## src/rtl/ram_arbiter.sv

```systemverilog
// Round-robin arbiter sharing one single-port word RAM between fetch (I) and load/store (D).
// Reads return one cycle after grant; byte-enable writes use a two-cycle read-modify-write.
`timescale 1ns/1ps
module ram_arbiter #(
  parameter int unsigned AW = 7
) (
  input  logic          clk,
  input  logic          rst_n,
  input  logic          i_req,
  input  logic [AW-1:0] i_addr,
  output logic          i_gnt,
  output logic          i_rvalid,
  output logic [31:0]   i_rdata,
  input  logic          d_req,
  input  logic          d_we,
  input  logic [3:0]    d_be,
  input  logic [AW-1:0] d_addr,
  input  logic [31:0]   d_wdata,
  output logic          d_gnt,
  output logic          d_rvalid,
  output logic [31:0]   d_rdata,
  output logic          ram_wren,
  output logic [AW-1:0] ram_addr,
  output logic [31:0]   ram_wdata,
  input  logic [31:0]   ram_rdata
);

  localparam int unsigned NB = 4;
  localparam logic RR_I = 1'b0;
  localparam logic RR_D = 1'b1;

  typedef enum logic [1:0] {IDLE, RD, MERGE} state_t;

  state_t        state;
  logic          rr_last;
  logic [AW-1:0] rmw_addr;
  logic [31:0]   rmw_wdata;
  logic [3:0]    rmw_be;
  logic          d_partial;
  logic          d_full;

  assign d_partial = (d_be != 4'h0) && (d_be != 4'hF);
  assign d_full    = (d_be == 4'hF);

  // Read data is never held; consumers qualify it with their own rvalid.
  assign i_rdata = ram_rdata;
  assign d_rdata = ram_rdata;

  // Grant decision: the side that did not win last time takes a conflict.
  always_comb begin
    i_gnt = 1'b0;
    d_gnt = 1'b0;
    if (rst_n && (state != MERGE)) begin
      if (i_req && d_req) begin
        if (rr_last == RR_D) i_gnt = 1'b1;
        else                 d_gnt = 1'b1;
      end else begin
        i_gnt = i_req;
        d_gnt = d_req;
      end
    end
  end

  // RAM drive: merge cycle writes back the latched bytes over the old word.
  always_comb begin
    ram_wren  = 1'b0;
    ram_addr  = '0;
    ram_wdata = '0;
    if (state == MERGE) begin
      ram_wren = 1'b1;
      ram_addr = rmw_addr;
      for (int unsigned b = 0; b < NB; b++) begin
        ram_wdata[8*b +: 8] = rmw_be[b] ? rmw_wdata[8*b +: 8] : ram_rdata[8*b +: 8];
      end
    end else if (i_gnt) begin
      ram_addr = i_addr;
    end else if (d_gnt) begin
      ram_addr = d_addr;
      if (d_we && d_full) begin
        ram_wren  = 1'b1;
        ram_wdata = d_wdata;
      end
    end
  end

  always_ff @(posedge clk or negedge rst_n) begin
    if (!rst_n) begin
      state     <= IDLE;
      rr_last   <= RR_D;
      i_rvalid  <= 1'b0;
      d_rvalid  <= 1'b0;
      rmw_addr  <= '0;
      rmw_wdata <= '0;
      rmw_be    <= '0;
    end else begin
      i_rvalid <= i_gnt;
      d_rvalid <= d_gnt && !d_we;

      if (i_gnt)      rr_last <= RR_I;
      else if (d_gnt) rr_last <= RR_D;

      if (d_gnt && d_we && d_partial) begin
        rmw_addr  <= d_addr;
        rmw_wdata <= d_wdata;
        rmw_be    <= d_be;
      end

      if (i_gnt || (d_gnt && !d_we))      state <= RD;
      else if (d_gnt && d_we && d_partial) state <= MERGE;
      else                                 state <= IDLE;
    end
  end

endmodule

```

## config.mk

```make
export PLATFORM = sky130hd
export DESIGN_NAME = ram_arbiter
export DESIGN_NICKNAME = d
export VERILOG_FILES = /design/src/rtl/ram_arbiter.sv
export SDC_FILE = /design/constraint.sdc
export NUM_CORES = 1
export LEC_CHECK = 0
export ABC_CLOCK_PERIOD_IN_PS = 1910
export BUFFER_PORTS_ARGS = -buffer_cell sky130_fd_sc_hd__buf_2
export CAP_MARGIN = 10
export CORE_UTILIZATION = 44
export CTS_BUF_LIST = sky130_fd_sc_hd__clkbuf_8 sky130_fd_sc_hd__clkbuf_16
export CTS_CLUSTER_SIZE = 8
export DETAILED_ROUTE_END_ITERATION = 8
export GPL_TIMING_DRIVEN = 0
export MAX_ROUTING_LAYER = met4
export PLACE_DENSITY = 0.81
export SETUP_SLACK_MARGIN = 0.15
export SYNTH_ARGS = -nofsm -noshare
export SYNTH_HDL_FRONTEND = slang
export SYNTH_SLANG_ARGS = --single-unit
export TNS_END_PERCENT = 20
```

## constraint.sdc

```tcl
create_clock -name clk -period 1.91 [get_ports clk]
set_input_delay 0.191 -clock clk [delete_from_list [all_inputs] [get_ports clk]]
set_output_delay 0.191 -clock clk [all_outputs]
set_load 0.05 [all_outputs]
```

# Word-level counts from Yosys, hierarchy flattened
# Cells that the tools add are included.
[op_classes] n_eq_ne=4 n_mux=25 n_reduce_logical=11
[ops] operator="$mux W32" n=4
[ops] operator="$mux W8" n=4
[ops] operator="$mux W7" n=3
[ops] operator="$mux W1" n=12
[ops] operator="$logic_and A1 B1 Y1" n=7
[ops] operator="$eq A4 B4 Y1 const B" n=1
[ops] operator="$mux W2" n=2
[ops] operator="$ne A4 B4 Y1 const B" n=1
[ops] operator="$reduce_bool A4 Y1" n=1
[ops] operator="$eq A2 B2 Y1 const B" n=1
[ops] operator="$ne A2 B2 Y1 const B" n=1
[ops] operator="$reduce_bool A2 Y1" n=1
[ops] operator="$logic_not A1 Y1" n=1
[ops] operator="$logic_or A1 B1 Y1" n=1
[totals] input_bits=87 regBits=48 out_inout_bits=108 wordCells=47

# Longest topological paths before layout
[depth] ltp_word=7 ltp_mapped=8 ltp_nobuf=4

# Least setup slack after synthesis
# No wires, ideal clock.
[synth_timing] path_type="reg-to-output" start="register state[1]" end="output port ram_addr[0]" arrival_time_ns=2.141 path_stages_with_launch=6 setup_slack_ns=-0.422 t_required_ns=1.719 path_buffers=1 path_cell_list="dfrtp_1 > nand2b_1 > buf_2 > nand2_1 > nor2_1 > a221o_1"
[synth_via] word_cells_on_any_way=8 classes_between="eq/ne (2); mux (5); reduce/logical (1)"
[synth_rtl] item="from (decl)" line_no="34" text="state_t state;"
[synth_rtl] item="from (signal assigned)" line_no="88" text="state <= IDLE;"
[synth_rtl] item="from (signal assigned)" line_no="108" text="if (i_gnt || (d_gnt && !d_we)) state <= RD;"
[synth_rtl] item="from (signal assigned)" line_no="109" text="else if (d_gnt && d_we && d_partial) state <= MERGE;"
[synth_rtl] item="$ne A2 B2 Y1" line_no="53" text="if (rst_n && (state != MERGE)) begin"
[synth_rtl] item="$logic_and A1 B1 Y1" line_no="53"
[synth_rtl] item="$mux W1" line_no="53"
[synth_rtl] item="net i_gnt" line_no="11" text="output logic i_gnt,"
[synth_rtl] item="$mux W7" line_no="75" text="end else if (i_gnt) begin"
[synth_rtl] item="$mux W7" line_no="69" text="if (state == MERGE) begin"
[synth_rtl] item="to (decl)" line_no="23" text="output logic [AW-1:0] ram_addr,"
# The timed path passes the listed nets, and every way through them passes these cells.

# Worst setup path after layout
[layout_timing] start="register state[0]" end="output port ram_addr[2]"
[layout_via] elab_chain_len=6 word_cells_on_any_way=8 classes_between="eq/ne (2); mux (5); reduce/logical (1)"
[layout_lines] item="$ne A2 B2 Y1" line_no="53"
[layout_lines] item="$logic_and A1 B1 Y1" line_no="53"
[layout_lines] item="$mux W1" line_no="53"
[layout_lines] item="$mux W7" line_no="77" text="end else if (d_gnt) begin"
[layout_lines] item="$mux W7" line_no="75"
[layout_lines] item="$mux W7 *" line_no="69"
# Every way passes the cells marked *; elsewhere a longest branch is shown, timed or not.

==> results.sh <==
export IMPL_syn_inst=271
export IMPL_syn_num_nets=358
export IMPL_setup_viol_count_final=69
export IMPL_final_cell_count_no_fill=581
export IMPL_vias=2840
export IMPL_rsz0062_at_grt="yes"
export IMPL_vias_per_cell=4.89
export IMPL_fin_ws_ns=-0.247
export IMPL_highest_layer="met4"
export IMPL_place_congestion=0.732
export IMPL_p_leak_uw=0.00289
export IMPL_setup_total_negative_slack_ns=-8.90
export IMPL_drt_iter0_markers=108
export IMPL_m1WireLength_mm=3.60
export IMPL_violations="negative hold slack, negative setup slack"
export IMPL_rows=31
export IMPL_port_buffers=194
export IMPL_wl_met3_um=575
export IMPL_post_route_period_util=1.13
export IMPL_slew_viol_final=0
export IMPL_initial_utilization=0.453
export IMPL_maxCapViolCount=0
export IMPL_synth_avg_cell_area_um2=12.1
export IMPL_worst_ep_arrival_time_ns=1.97
export IMPL_clk_path_buf_depth=2
export IMPL_drive_above_1_share=0.793
export IMPL_reg2reg_slack_ns=-0.02
export IMPL_ir_drop_uv=432
export IMPL_clk_pin_slew_worst_paths_ns=0.09
export IMPL_synth_edff_count=0
export IMPL_coreArea_um2=7250
export IMPL_ys_seq_area_frac=0.366
export IMPL_drc_errors=0
export IMPL_crit_path_end="ram_addr[2]"
export IMPL_track_usage=0.240
export IMPL_crit_path_end_kind="primary output"
export IMPL_period_minus_slack_ns=2.16
export IMPL_synth_ff_type="dfrtp_1"
export IMPL_cts_sinks=48
export IMPL_status="finished, violations left"
export IMPL_synth_cell_type_count=29
export IMPL_ios=195
export IMPL_clk_latency_ns=0.30
export IMPL_dp_cells=564
export IMPL_diodes=0
export IMPL_max_slew_margin=0.548
export IMPL_clock_skew_ns=0.00433
export IMPL_detail_route_first_pass_iterations=4
export IMPL_placed_cell_area_um2=5030
export IMPL_root_buffer="clkbuf_8"
export IMPL_crit_required_ns=1.72
export IMPL_synth_seq_cells=48
export IMPL_design_area_um2=5700
export IMPL_r2r_start="state[1]$_DFF_PN0_"
export IMPL_fmax_mhz=464
export IMPL_cts_tree="done"
export IMPL_worst_r2r_endpoint="rmw_wdata[28]$_DFFE_PN0P_"
export IMPL_dp_hpwl_mm=6.52
export IMPL_antenna_left=0
export IMPL_synth_warnings=0
export IMPL_hold_class="input pin to async pin"
export IMPL_die_w_um=88.4
export IMPL_postLayoutCoreUtil=0.786
export IMPL_routed_wl_mm=9.29
export IMPL_grt_max_degree=55
export IMPL_dieArea_um2=7820
export IMPL_cts_buffers=5
export IMPL_async_flop_share=1.00
export IMPL_tightest_slew_ns=0.677
export IMPL_powerDensity_nw_per_um2=739
export IMPL_die_y_um=88.4
export IMPL_syn_cell_area_um2=3290
export IMPL_wire_per_inst_um=16.0
export IMPL_worstSetupPathType="register to primary output"
export IMPL_holdWs_ns=-0.173
export IMPL_area_growth_pct=73.5
export IMPL_reg2regPathDepth=6
export IMPL_grt_pass1_vias=2832
export IMPL_nets=568
export IMPL_path_max_fanout=9
export IMPL_finalHoldViolCount=47
export IMPL_wl_met2_mm=5.02
export IMPL_antenna_found_initial=0
export IMPL_critical_path_startpoint_type="register"
export IMPL_grt_first_pass_wirelength_mm=13.9
export IMPL_gr_total_overflow=0
export IMPL_htreeDepth=2
export IMPL_startpoint="state[0]$_DFF_PN0_"
[worst max-delay path, cell delays in order, from the launching register on]
cell and delay [ns]:
dfrtp_1 0.39, nand2b_4 0.14, buf_6 0.11, and3_4 0.15
buf_6 0.11, buf_6 0.13, and2_0 0.16, a221o_2 0.32
buf_6 0.16
[layer usage]
metal,global-route usage,vias up
li1,-,1343
met1,0.276,1370
met2,0.436,119
met3,0.0429,8
met4,0.0513,0
met5,-,-
[placed cells by master (no fill, tap or decap)]
cell type	netlist	layout
inv_1	2	2
a221o_2	0	6
clkbuf_8	0	7
mux2i_1	32	32
dfstp_2	1	1
nand2_1	1	1
dfrtp_1	47	47
a21boi_4	0	1
nor2_4	0	1
a31oi_1	1	1
and3_4	0	2
nor2b_1	2	2
o2bb2ai_4	0	30
nand2b_1	2	1
mux2_4	39	39
a41o_1	1	1
nor4_1	1	1
o2bb2ai_2	0	2
buf_6	4	22
a41oi_1	1	1
o21ai_1	0	1
mux2_2	4	4
clkbuf_4	0	1
and4_1	1	1
a21oi_1	1	1
bufinv_16	0	1
nor3_2	1	1
buf_1	4	4
a221o_1	7	1
buf_4	67	69
buf_12	0	4
buf_2	4	153
nand2b_4	0	1
buf_16	0	4
and2_0	7	3
clkbuf_2	0	3
buf_8	0	25
nand4_4	1	1
and2_4	0	4
[cell type report]
class / instances / area [µm²]
plain buffers: 82 / 679
clock buffers: 7 / 96.3
clock inverters: 1 / 30.0
fillers: 448 / 1550
inverters: 2 / 7.51
multi-input cells: 139 / 2110
flip-flops and latches: 48 / 1200
well taps: 99 / 124
repair buffers: 203 / 1460
[cells by family (layout without fill, tap and decap cells)]
| group | Yosys count | after routing | synth area share |
|---|---|---|---|
| buffers and inverters | 84 | 295 | 0.183 |
| muxes | 75 | 75 | 0.289 |
| DFF | 48 | 48 | 0.366 |
| AOI/OAI and AO/OA | 45 | 45 | 0.121 |
| and+or+nand+nor | 19 | 19 | 0.0411 |
[where the power goes]
group / total, µW / internal [µW] / switching (µW)
Clock: 805 / 462 / 343
Combinational: 1950 / 910 / 1040
Sequential: 1460 / 1300 / 161
[sequential cells by signal (all words and copies together), names as in the netlist]
signal,count
d_rvalid,1
i_rvalid,1
rmw_addr,7
rmw_be,4
rmw_wdata,32
rr_last,1
state,2
[synth_stat cells (all sizes together) (2+ instances only)]
| cell | count | area (µm²) |
|---|---|---|
| mux2 | 43 | 631 |
| inv | 2 | 7.51 |
| buf | 79 | 583 |
| dfrtp | 47 | 1180 |
| clkbuf | 3 | 11.3 |
| a221o | 7 | 70.1 |
| o2bb2ai | 32 | 280 |
| and2 | 7 | 43.8 |
| nand2b | 2 | 12.5 |
| nor2b | 2 | 12.5 |
| mux2i | 32 | 320 |
| and3 | 2 | 12.5 |
[how the worst min path moves through the flow]
| stage | cells after the start | to | from |
|---|---|---|---|
| after global placement | 2 | rr_last$_DFFE_PN1P_ | i_req |
| after detailed placement | 2 | rr_last$_DFFE_PN1P_ | i_req |
| after global routing | 1 | rmw_wdata[30]$_DFFE_PN0P_ | rst_n |
| after floorplan | 0 | d_rvalid$_DFF_PN0_ | rst_n |
| final | 1 | rmw_wdata[30]$_DFFE_PN0P_ | rst_n |
| after CTS | 1 | rmw_wdata[30]$_DFFE_PN0P_ | rst_n |
[what timing repair did]
action	4_1_cts	5_1_grt
endpoints found under the hold margin	47	47
gates resized for setup	103	29
setup endpoints to repair	85	84
buffers inserted	5	1
pin swaps	7	2
gates cloned	3	0
[through the flow]
step / hold WS [ns] / setup slack (ns) / total power, µW
2_1_floorplan: -0.105 / 0.0899 / 2900
3_3_place_gp: 0.413 / -0.783 / 3250
3_5_place_dp: 0.416 / -0.817 / 3310
4_1_cts: -0.147 / -0.220 / 4210
5_1_grt: -0.149 / -0.303 / 4430
6_report: -0.173 / -0.247 / 4220
No activity file was read; power rests on OpenSTA's default activity.
